[src/rtl/wb_stream_reader.sv]
// Wishbone classic-cycle block reader: fetches count_i words from base_addr_i and streams them out in order.
// Optional ack timeout is enabled by defining WB_STREAM_READER_TIMEOUT_EN.
module wb_stream_reader #(
  parameter int FIFO_DEPTH     = 4,
  parameter int CNT_WIDTH      = 9,
  parameter int TIMEOUT_CYCLES = 16
) (
  input  logic                 wb_clk_i,
  input  logic                 wb_rst_i,
  input  logic                 start_i,
  input  logic [31:0]          base_addr_i,
  input  logic [CNT_WIDTH-1:0] count_i,
  output logic                 busy_o,
  output logic                 done_o,
  output logic                 err_o,
  output logic                 wbm_cyc_o,
  output logic                 wbm_stb_o,
  output logic                 wbm_we_o,
  output logic [3:0]           wbm_sel_o,
  output logic [31:0]          wbm_adr_o,
  input  logic [31:0]          wbm_dat_i,
  input  logic                 wbm_ack_i,
  output logic [31:0]          m_data_o,
  output logic                 m_valid_o,
  input  logic                 m_ready_i
);

  localparam int AW = (FIFO_DEPTH > 1) ? $clog2(FIFO_DEPTH) : 1;

  typedef enum logic [2:0] {S_IDLE, S_REQ, S_GAP, S_FLUSH, S_DONE} state_t;

  state_t               state;
  logic [CNT_WIDTH-1:0] remaining;
  logic [31:0]          fifo_mem [FIFO_DEPTH];
  logic [AW-1:0]        wr_ptr, rd_ptr;
  logic [AW:0]          fill;
  logic                 fifo_full, fifo_empty;
  logic                 stb, ack_ok, push, pop, timeout;

  assign fifo_full  = (fill == (AW+1)'(FIFO_DEPTH));
  assign fifo_empty = (fill == '0);

  // Strobe is a pure decode of flops, so an async reset drops it without waiting for an edge.
  assign stb    = (state == S_REQ) && !fifo_full;
  assign ack_ok = stb && wbm_ack_i;
  assign push   = ack_ok;
  assign pop    = !fifo_empty && m_ready_i;

  assign wbm_cyc_o = stb;
  assign wbm_stb_o = stb;
  assign wbm_we_o  = 1'b0;
  assign wbm_sel_o = 4'hF;
  assign m_valid_o = !fifo_empty;
  assign m_data_o  = fifo_empty ? 32'h0 : fifo_mem[rd_ptr];

`ifdef WB_STREAM_READER_TIMEOUT_EN
  localparam int TW = $clog2(TIMEOUT_CYCLES + 1);

  logic [TW-1:0] wait_cnt;
  logic          err_q;

  assign timeout = stb && !wbm_ack_i && (wait_cnt == TW'(TIMEOUT_CYCLES - 1));
  assign err_o   = err_q;

  always_ff @(posedge wb_clk_i or posedge wb_rst_i) begin
    if (wb_rst_i) begin
      wait_cnt <= '0;
      err_q    <= 1'b0;
    end else begin
      wait_cnt <= (stb && !wbm_ack_i) ? wait_cnt + 1'b1 : '0;
      if (state == S_IDLE && start_i) err_q <= 1'b0;
      else if (timeout)               err_q <= 1'b1;
    end
  end
`else
  assign timeout = 1'b0;
  assign err_o   = 1'b0;
`endif

  // NOTE: the storage array has no reset; only pointers and fill carry state, so an
  // async reset empties the FIFO while the RAM itself stays reset-free.
  always_ff @(posedge wb_clk_i) begin
    if (push) fifo_mem[wr_ptr] <= wbm_dat_i;
  end

  always_ff @(posedge wb_clk_i or posedge wb_rst_i) begin
    if (wb_rst_i) begin
      wr_ptr <= '0;
      rd_ptr <= '0;
      fill   <= '0;
    end else begin
      if (push) wr_ptr <= wr_ptr + 1'b1;
      if (pop)  rd_ptr <= rd_ptr + 1'b1;
      case ({push, pop})
        2'b10:   fill <= fill + 1'b1;
        2'b01:   fill <= fill - 1'b1;
        default: fill <= fill;
      endcase
    end
  end

  always_ff @(posedge wb_clk_i or posedge wb_rst_i) begin
    if (wb_rst_i) begin
      state     <= S_IDLE;
      remaining <= '0;
      wbm_adr_o <= 32'h0;
      busy_o    <= 1'b0;
      done_o    <= 1'b0;
    end else begin
      done_o <= 1'b0;
      case (state)
        S_IDLE: begin
          if (start_i) begin
            if (count_i != '0) begin
              wbm_adr_o <= base_addr_i;
              remaining <= count_i;
              busy_o    <= 1'b1;
              state     <= S_REQ;
            end else begin
              done_o <= 1'b1;
              state  <= S_DONE;
            end
          end
        end
        S_REQ: begin
          if (ack_ok) begin
            wbm_adr_o <= wbm_adr_o + 32'd4;
            remaining <= remaining - 1'b1;
            state     <= S_GAP;
          end else if (timeout) begin
            remaining <= '0;
            state     <= S_FLUSH;
          end
        end
        // One idle cycle swallows the trailing ack of a registered-ack responder.
        S_GAP:   state <= (remaining != '0) ? S_REQ : S_FLUSH;
        S_FLUSH: begin
          if (fifo_empty) begin
            busy_o <= 1'b0;
            done_o <= 1'b1;
            state  <= S_DONE;
          end
        end
        S_DONE:  state <= S_IDLE;
        default: state <= S_IDLE;
      endcase
    end
  end

endmodule
[config.mk]
export PLATFORM = sky130hd
export DESIGN_NAME = wb_stream_reader
export DESIGN_NICKNAME = d
export VERILOG_FILES = /design/src/rtl/wb_stream_reader.sv
export SDC_FILE = /design/constraint.sdc
export NUM_CORES = 1
export LEC_CHECK = 0
export CAP_MARGIN = 10
export CORE_MARGIN = 5
export CORE_UTILIZATION = 56
export CTS_CLUSTER_DIAMETER = 150
export DETAILED_ROUTE_END_ITERATION = 10
export PLACE_DENSITY = 0.85
export SLEW_MARGIN = 20
export SYNTH_ARGS = -nofsm -noshare
export SYNTH_HDL_FRONTEND = slang
export SYNTH_SLANG_ARGS = --single-unit
[constraint.sdc]
create_clock -name wb_clk_i -period 4.6 [get_ports wb_clk_i]
set_input_delay 0.92 -clock wb_clk_i [delete_from_list [all_inputs] [get_ports wb_clk_i]]
set_output_delay 0.92 -clock wb_clk_i [all_outputs]
set_load 0.005 [all_outputs]
==> results of run 1 <==
==> placed cells by master (no fill, tap or decap), types with 3 or more instances in the layout <==
master,instances
or3_1,3
o211ai_1,3
clkbuf_1,4
nor4_1,4
conb_1,6
ha_1,7
o32ai_1,3
o22a_1,9
nor3_1,6
clkdlybuf4s50_1,146
nand4_1,10
o21ai_0,22
edfxtp_1,128
and3_1,5
o22ai_1,14
a31oi_1,6
clkbuf_16,17
nand2_1,39
xnor2_1,4
inv_1,16
dfrtp_1,52
buf_4,12
and4_1,6
a31o_2,4
nor2_1,25
a21oi_1,49
a21o_1,3
o2bb2a_1,4
nand3_1,18
mux4_2,32
a2bb2oi_1,4
nor2b_1,33
inv_6,4
==> kinds of logic after synthesis <==
| logic type | synth area share, % |
|---|---|
| fa+ha+maj | 1.33 |
| xor+xnor | 0.651 |
| simple gates | 10.6 |
| compound gates | 10.5 |
| mux | 9.17 |
| flops | 64.0 |
| other cells | 0.0930 |
| buf+inv | 3.69 |
==> registers in the layout, summed over array words and instances, names as in the netlist <==
register	count
wr_ptr	2
fifo_mem	128
state	3
fill	3
busy_o	1
remaining	9
rd_ptr	2
wbm_adr_o	32
done_o	1
==> stage by stage <==
step | utilization (%) | hold slack, ps | std cells | total power (W) | instance area (µm²)
global placement | 69.0 | 461 | 884 | 0.00528 | 9650
detailed placement | 69.0 | 491 | 884 | 0.00539 | 9650
CTS | 72.9 | 505 | 916 | 0.00678 | 10200
floorplan | - | 471 | 589 | 0.00417 | 8090
finish | 72.9 | 503 | 916 | 0.00674 | 10200
global route | 72.9 | 533 | 916 | 0.00714 | 10200
==> worst register-to-register path, cell delays in order (launching register included) <==
cell and delay [ps]:
dfrtp_1 470, or3b_1 400, buf_4 260, a21oi_4 250
and2_4 220, inv_4 60, o21ai_2 50, buf_4 440
o21ai_0 180, o2bb2ai_1 160
==> Yosys cell counts, drive strengths merged, types with 3 or more instances <==
master   instances  share of area, %
edfxtp         128                48
dfrtp           53                16
a21oi           50               3.2
nand2           39               1.8
nor2b           33               2.6
mux4            32               8.9
nor2            25               1.2
o21ai           25               1.6
buf             23               1.9
clkbuf          20              0.93
inv             18              0.87
nand3           18               1.1
o22ai           14               1.1
nand4           10              0.77
o22a             9              0.98
ha               7               1.1
nor3             7              0.43
a31oi            6              0.46
and4             6              0.65
and3             5              0.39
nor4             5              0.46
a2bb2oi          4              0.43
a31o             4              0.43
o2bb2a           4              0.50
xnor2            4              0.43
a21o             3              0.28
o211ai           3              0.28
o32ai            3              0.33
or3              3              0.23
==> layer usage <==
layer / up-vias / wire (µm) / track usage (%)
met3: 19 / 1290 / 5.32
met2: 221 / 9740 / 37.7
met5: - / 0 / 0
met1: 2763 / 7510 / 29.7
li1: 2499 / - / -
met4: 0 / 242 / 6.85
==> final cells by class <==
| cell class | instances | area, µm² | share of cell area [%] |
|---|---|---|---|
| tap | 180 | 225 | 2.21 |
| inverter | 18 | 70.1 | 0.687 |
| clock inverter | 10 | 98.8 | 0.969 |
| multi-input combinational | 347 | 2630 | 25.8 |
| timing repair buffer | 158 | 1550 | 15.2 |
| sequential | 181 | 5170 | 50.7 |
| clock buffer | 22 | 454 | 4.45 |
==> power by group through the flow <==
stage / Combinational [W] / Clock, W / Sequential, W
2_1_floorplan: 0.00175 / 0 / 0.00242
3_3_place_gp: 0.00278 / 0 / 0.00249
3_5_place_dp: 0.00286 / 0 / 0.00253
4_1_cts: 0.00290 / 0.00138 / 0.00250
5_1_grt: 0.00313 / 0.00145 / 0.00256
6_report: 0.00287 / 0.00136 / 0.00251
==> path summary, 6_finish.rpt <==
kind,start,end,slack (ps),depth (start not counted)
min in group asynchronous,wb_rst_i,rd_ptr[1],880,2
setup / recovery,rd_ptr[1],m_data_o[10],1100,4
setup reg to reg,state[2],remaining[8],2010,9
max in group asynchronous,wb_rst_i,wbm_adr_o[8],2900,3
hold reg to reg,wbm_adr_o[0],wbm_adr_o[0],500,2
hold / removal,wbm_adr_o[0],wbm_adr_o[0],500,2
==> results.yml, run 1 <==
run_status:
  outcome: "finished clean"
die:
  fp.dieW_um: 130
  die_area_um2: 16900
  die_h_um: 130
  io_pins: 153
  core_area_um2: 14000
  initial_core_util_pct: 57.7
  rows: 43
power_and_ir_drop:
  p_comb_share_pct: 42.6
  intPower_w: 0.00444
  switching_share_pct: 34.2
  ir_drop_v: 0.000368
  leakagePower_nw: 3.62
  netSwitchingPower_w: 0.00231
  powerDensity_nw_per_um2: 661
  seqPwrFrac_pct: 37.2
  clkPwrFrac_pct: 20.2
sta:
  finalWorstSetupSlack_ps: 1100
  max_freq_ghz: 0.286
  period_share_pct: 76.0
  final.setup_skew_ps: 9.76
  relSlewSlack_pct: 40.7
  setup_viol: 0
  rsz0062_at_grt: "false"
  finalHoldViolCount: 0
  worst_pin_slew_ps: 882
  finalMaxSlewViolations: 0
  fin_crit_ps: 3500
  tns_ps: 0
logic_synthesis:
  yosysWarnings: 0
  syn_avg_cell_area_um2: 13.8
  netlist_area_um2: 8080
  ys_types: 54
  synth_edf_count: 128
  synth_ff_type: "edfxtp_1"
  ys_ff_latch: 181
  async_flop_share_pct: 29.3
  ys_seq_area_share_pct: 64.0
  syn_inst: 585
setup_path:
  slowest_delay_ps: 720
  arrival_ps: 2580
  critPathKind: "flip-flop to output pin"
  path_cells: "buf_4 -> mux4_2 -> nor2b_1 -> clkdlybuf4s50_1"
  path_max_fanout: 21
  path_delay_family: "buffers and inverters"
  crit_required_ps: 3680
  cp-end-kind: "output pin"
  crit_slowest_cell: "dfrtp_1"
  start_kind: "flip-flop"
  cp_num_buf_inv: 2
cts:
  clk_pin_slew_ps: 70
  clock_path_buffers: 2
  cts_setup_buffers: 0
  cts_tree: "done"
  post_cts_resized: 0
  cts_buffers: 17
  cts_root_buf: "clkbuf_16"
  cts_hold_buf: 0
  cts_sinks: 181
  cts_max_level: 4
  clkLatencyLatePin_ps: 420
placed_design:
  place.gp.congestion: 0.918
  pre_cts_ws_ps: 1540
  io_buffers: 146
  hpwl_um: 12100
detailed_routing:
  avgViaCountPerCell: 6.01
  wire_per_inst_um: 20.5
  final_antenna_net_count: 0
  drc: 0
  drt_wl_total_um: 18800
  drtPass1Iterations: 6
  vias: 5502
  initialDrtViolationCount: 493
global_routing:
  grt_max_degree: 69
  grt_pass1_vias: 5437
  grt_pass1_wl_um: 29300
  grt_overflow: 0
  track_usage_pct: 22.6
  antenna_found_initial: 0
run:
  drv_cap: 0
cells_and_area:
  antennaDiodeCount: 0
  area_growth_pct: 26.3
  nets: 809
  drive_gt1_share_pct: 11.8
  fillCellCount: 883
min_path:
  min_path_type: "flip-flop to flip-flop"
(Power assumes the default switching activity.)
==> inputs of run 2 (changes only) <==
--- a/config.mk
+++ b/config.mk
@@ -7,10 +7,10 @@
 export LEC_CHECK = 0
 export CAP_MARGIN = 10
 export CORE_MARGIN = 5
-export CORE_UTILIZATION = 56
+export CORE_UTILIZATION = 52
 export CTS_CLUSTER_DIAMETER = 150
 export DETAILED_ROUTE_END_ITERATION = 10
-export PLACE_DENSITY = 0.85
+export PLACE_DENSITY = 0.8
 export SLEW_MARGIN = 20
 export SYNTH_ARGS = -nofsm -noshare
 export SYNTH_HDL_FRONTEND = slang
==> constraint.sdc (replaced) <==
create_clock -name wb_clk_i -period 3.55 [get_ports wb_clk_i]
set_input_delay 0.71 -clock wb_clk_i [delete_from_list [all_inputs] [get_ports wb_clk_i]]
set_output_delay 0.71 -clock wb_clk_i [all_outputs]
set_load 0.005 [all_outputs]
==> run 2 against run 1 <==
  * Register-to-register slack got worse by 860 ps
  * Sequential share of layout area fell by 0.26 points
  * Clock power is 35% higher
  * Critical path depth unchanged
  * Clock skew is essentially flat
  * First-iteration DRC count increased by 20%
  * Die area increased by 7.1%
  * Wire length fell by 3.5%
==> results.yml, run 2 (synthesis results as in run 1) <==
cells_and_area:
  largestRegisters: "fifo_mem (128), wbm_adr_o (32), remaining (9)"
  drive_gt1_share_pct: 12.0
  antennaDiodeCount: 0
  regMostFlops: "fifo_mem"
  final_cells: 924
  final_common_cell: "clkdlybuf4s50_1"
  most-common-layout-cells: "clkdlybuf4s50_1, edfxtp_1, dfrtp_1"
  fillCellCount: 1083
  area_growth_pct: 26.9
  nets: 810
  largest_reg_flops: 128
sta:
  finalMaxSlewViolations: 0
  worst_pin_slew_ps: 928
  finalWorstSetupSlack_ps: 580
  holdWs_ps: 494
  rsz0062_at_grt: "false"
  period_share_pct: 83.7
  setup_viol: 0
  relSlewSlack_pct: 37.6
  fin_crit_ps: 2970
  finalHoldViolCount: 0
  tns_ps: 0
  max_freq_ghz: 0.337
  final.setup_skew_ps: 10.1
die:
  die_area_um2: 18100
  fp.dieW_um: 135
  die_h_um: 135
  initial_core_util_pct: 53.1
  io_pins: 153
  core_area_um2: 15200
  rows: 45
run:
  drv_cap: 0
setup_path:
  arrival_ps: 2260
  path_delay_family: "buffers and inverters"
  slowest_delay_ps: 570
  rrSetupSlack_ps: 1150
  reg2reg_from: "state[2]"
  crit_slowest_cell: "mux4_2"
  crit_start: "rd_ptr[0]"
  path_max_fanout: 34
  critPathKind: "flip-flop to output pin"
  cp.depth: 4
  crit_required_ps: 2840
  cp-end-kind: "output pin"
  cp_num_buf_inv: 2
  start_kind: "flip-flop"
  worstReg2RegEnd: "remaining[8]"
  reg2regPathDepth: 8
  path_cells: "buf_12 -> mux4_2 -> nor2b_1 -> clkdlybuf4s50_1"
  crit_end: "m_data_o[13]"
cts:
  clock_path_buffers: 2
  cts_root_buf: "clkbuf_16"
  cts_tree: "done"
  cts_sinks: 181
  cts_max_level: 4
  clkLatencyLatePin_ps: 420
  cts_setup_buffers: 0
  post_cts_resized: 0
  clk_pin_slew_ps: 70
  cts_hold_buf: 0
  cts_buffers: 17
placed_design:
  io_buffers: 146
  pre_cts_ws_ps: 880
  dp_cells: 893
  place.gp.congestion: 0.883
  hpwl_um: 11800
global_routing:
  grt_pass1_wl_um: 29600
  grt_max_degree: 69
  met2_usage_pct: 34.8
  busiest_layer: "met2"
  grt_overflow: 0
  use_met3_pct: 4.99
  use_met1_pct: 27.0
  antenna_found_initial: 0
  track_usage_pct: 20.8
  grt_pass1_vias: 5676
min_path:
  min_path_type: "flip-flop to flip-flop"
run_status:
  outcome: "finished clean"
power_and_ir_drop:
  leakagePower_nw: 3.64
  powerDensity_nw_per_um2: 858
  ir_drop_v: 0.000480
  p_total_w: 0.00880
detailed_routing:
  drt_wl_total_um: 18100
  drc: 0
  vias: 5499
  wire_per_inst_um: 19.6
  final_antenna_net_count: 0
  drtPass1Iterations: 5
  initialDrtViolationCount: 593
  avgViaCountPerCell: 5.95
==> run 2: worst min-delay path by stage <==
stage | cells after the start | slack, ps | end | startpoint
after floorplan | 2 | 470 | wbm_adr_o[0] | wbm_adr_o[0]
after global placement | 2 | 460 | wbm_adr_o[1] | wbm_adr_o[1]
after detailed placement | 2 | 500 | wbm_adr_o[1] | wbm_adr_o[1]
after CTS | 2 | 510 | wbm_adr_o[1] | wbm_adr_o[1]
after global routing | 2 | 540 | wbm_adr_o[1] | wbm_adr_o[1]
final | 2 | 490 | wbm_adr_o[1] | wbm_adr_o[1]
==> run 2: stage by stage <==
stage	utilization [%]	instance area [µm²]
global placement	63.6	9680
floorplan	-	8090
finish	67.4	10300
CTS	67.4	10300
detailed placement	63.6	9680
global route	67.4	10300
==> run 2: area by class of cell <==
cell class | instances | area, µm² | area share (%)
clock buffer | 17 | 425 | 4.15
clock inverter | 14 | 150 | 1.46
inverter | 18 | 70.1 | 0.684
multi-input combinational | 347 | 2630 | 25.6
sequential | 181 | 5170 | 50.4
tap | 188 | 235 | 2.29
timing repair buffer | 159 | 1570 | 15.3
==> run 2: power by group <==
group          total, W  leakage, nW  switching, W  internal (W)
Combinational   0.00375         1.59       0.00177       0.00197
Sequential      0.00322         1.77      0.000419       0.00280
Clock           0.00183        0.280      0.000783       0.00104
==> run 2: per-layer routing <==
metal / part of all wire [%] / up-vias
met5: 0 / -
met3: 6.3 / 25
met2: 51 / 214
li1: - / 2512
met1: 41 / 2748
met4: 1.7 / 0
==> run 2: worst reg2reg max path, delay by kind of cell (launching register included) <==
kind / cells / cell delay [ps]
AND/OR/NAND/NOR: 2 / 700
buffers and inverters: 2 / 500
flip-flops: 1 / 480
AO/OA/AOI/OAI: 4 / 610
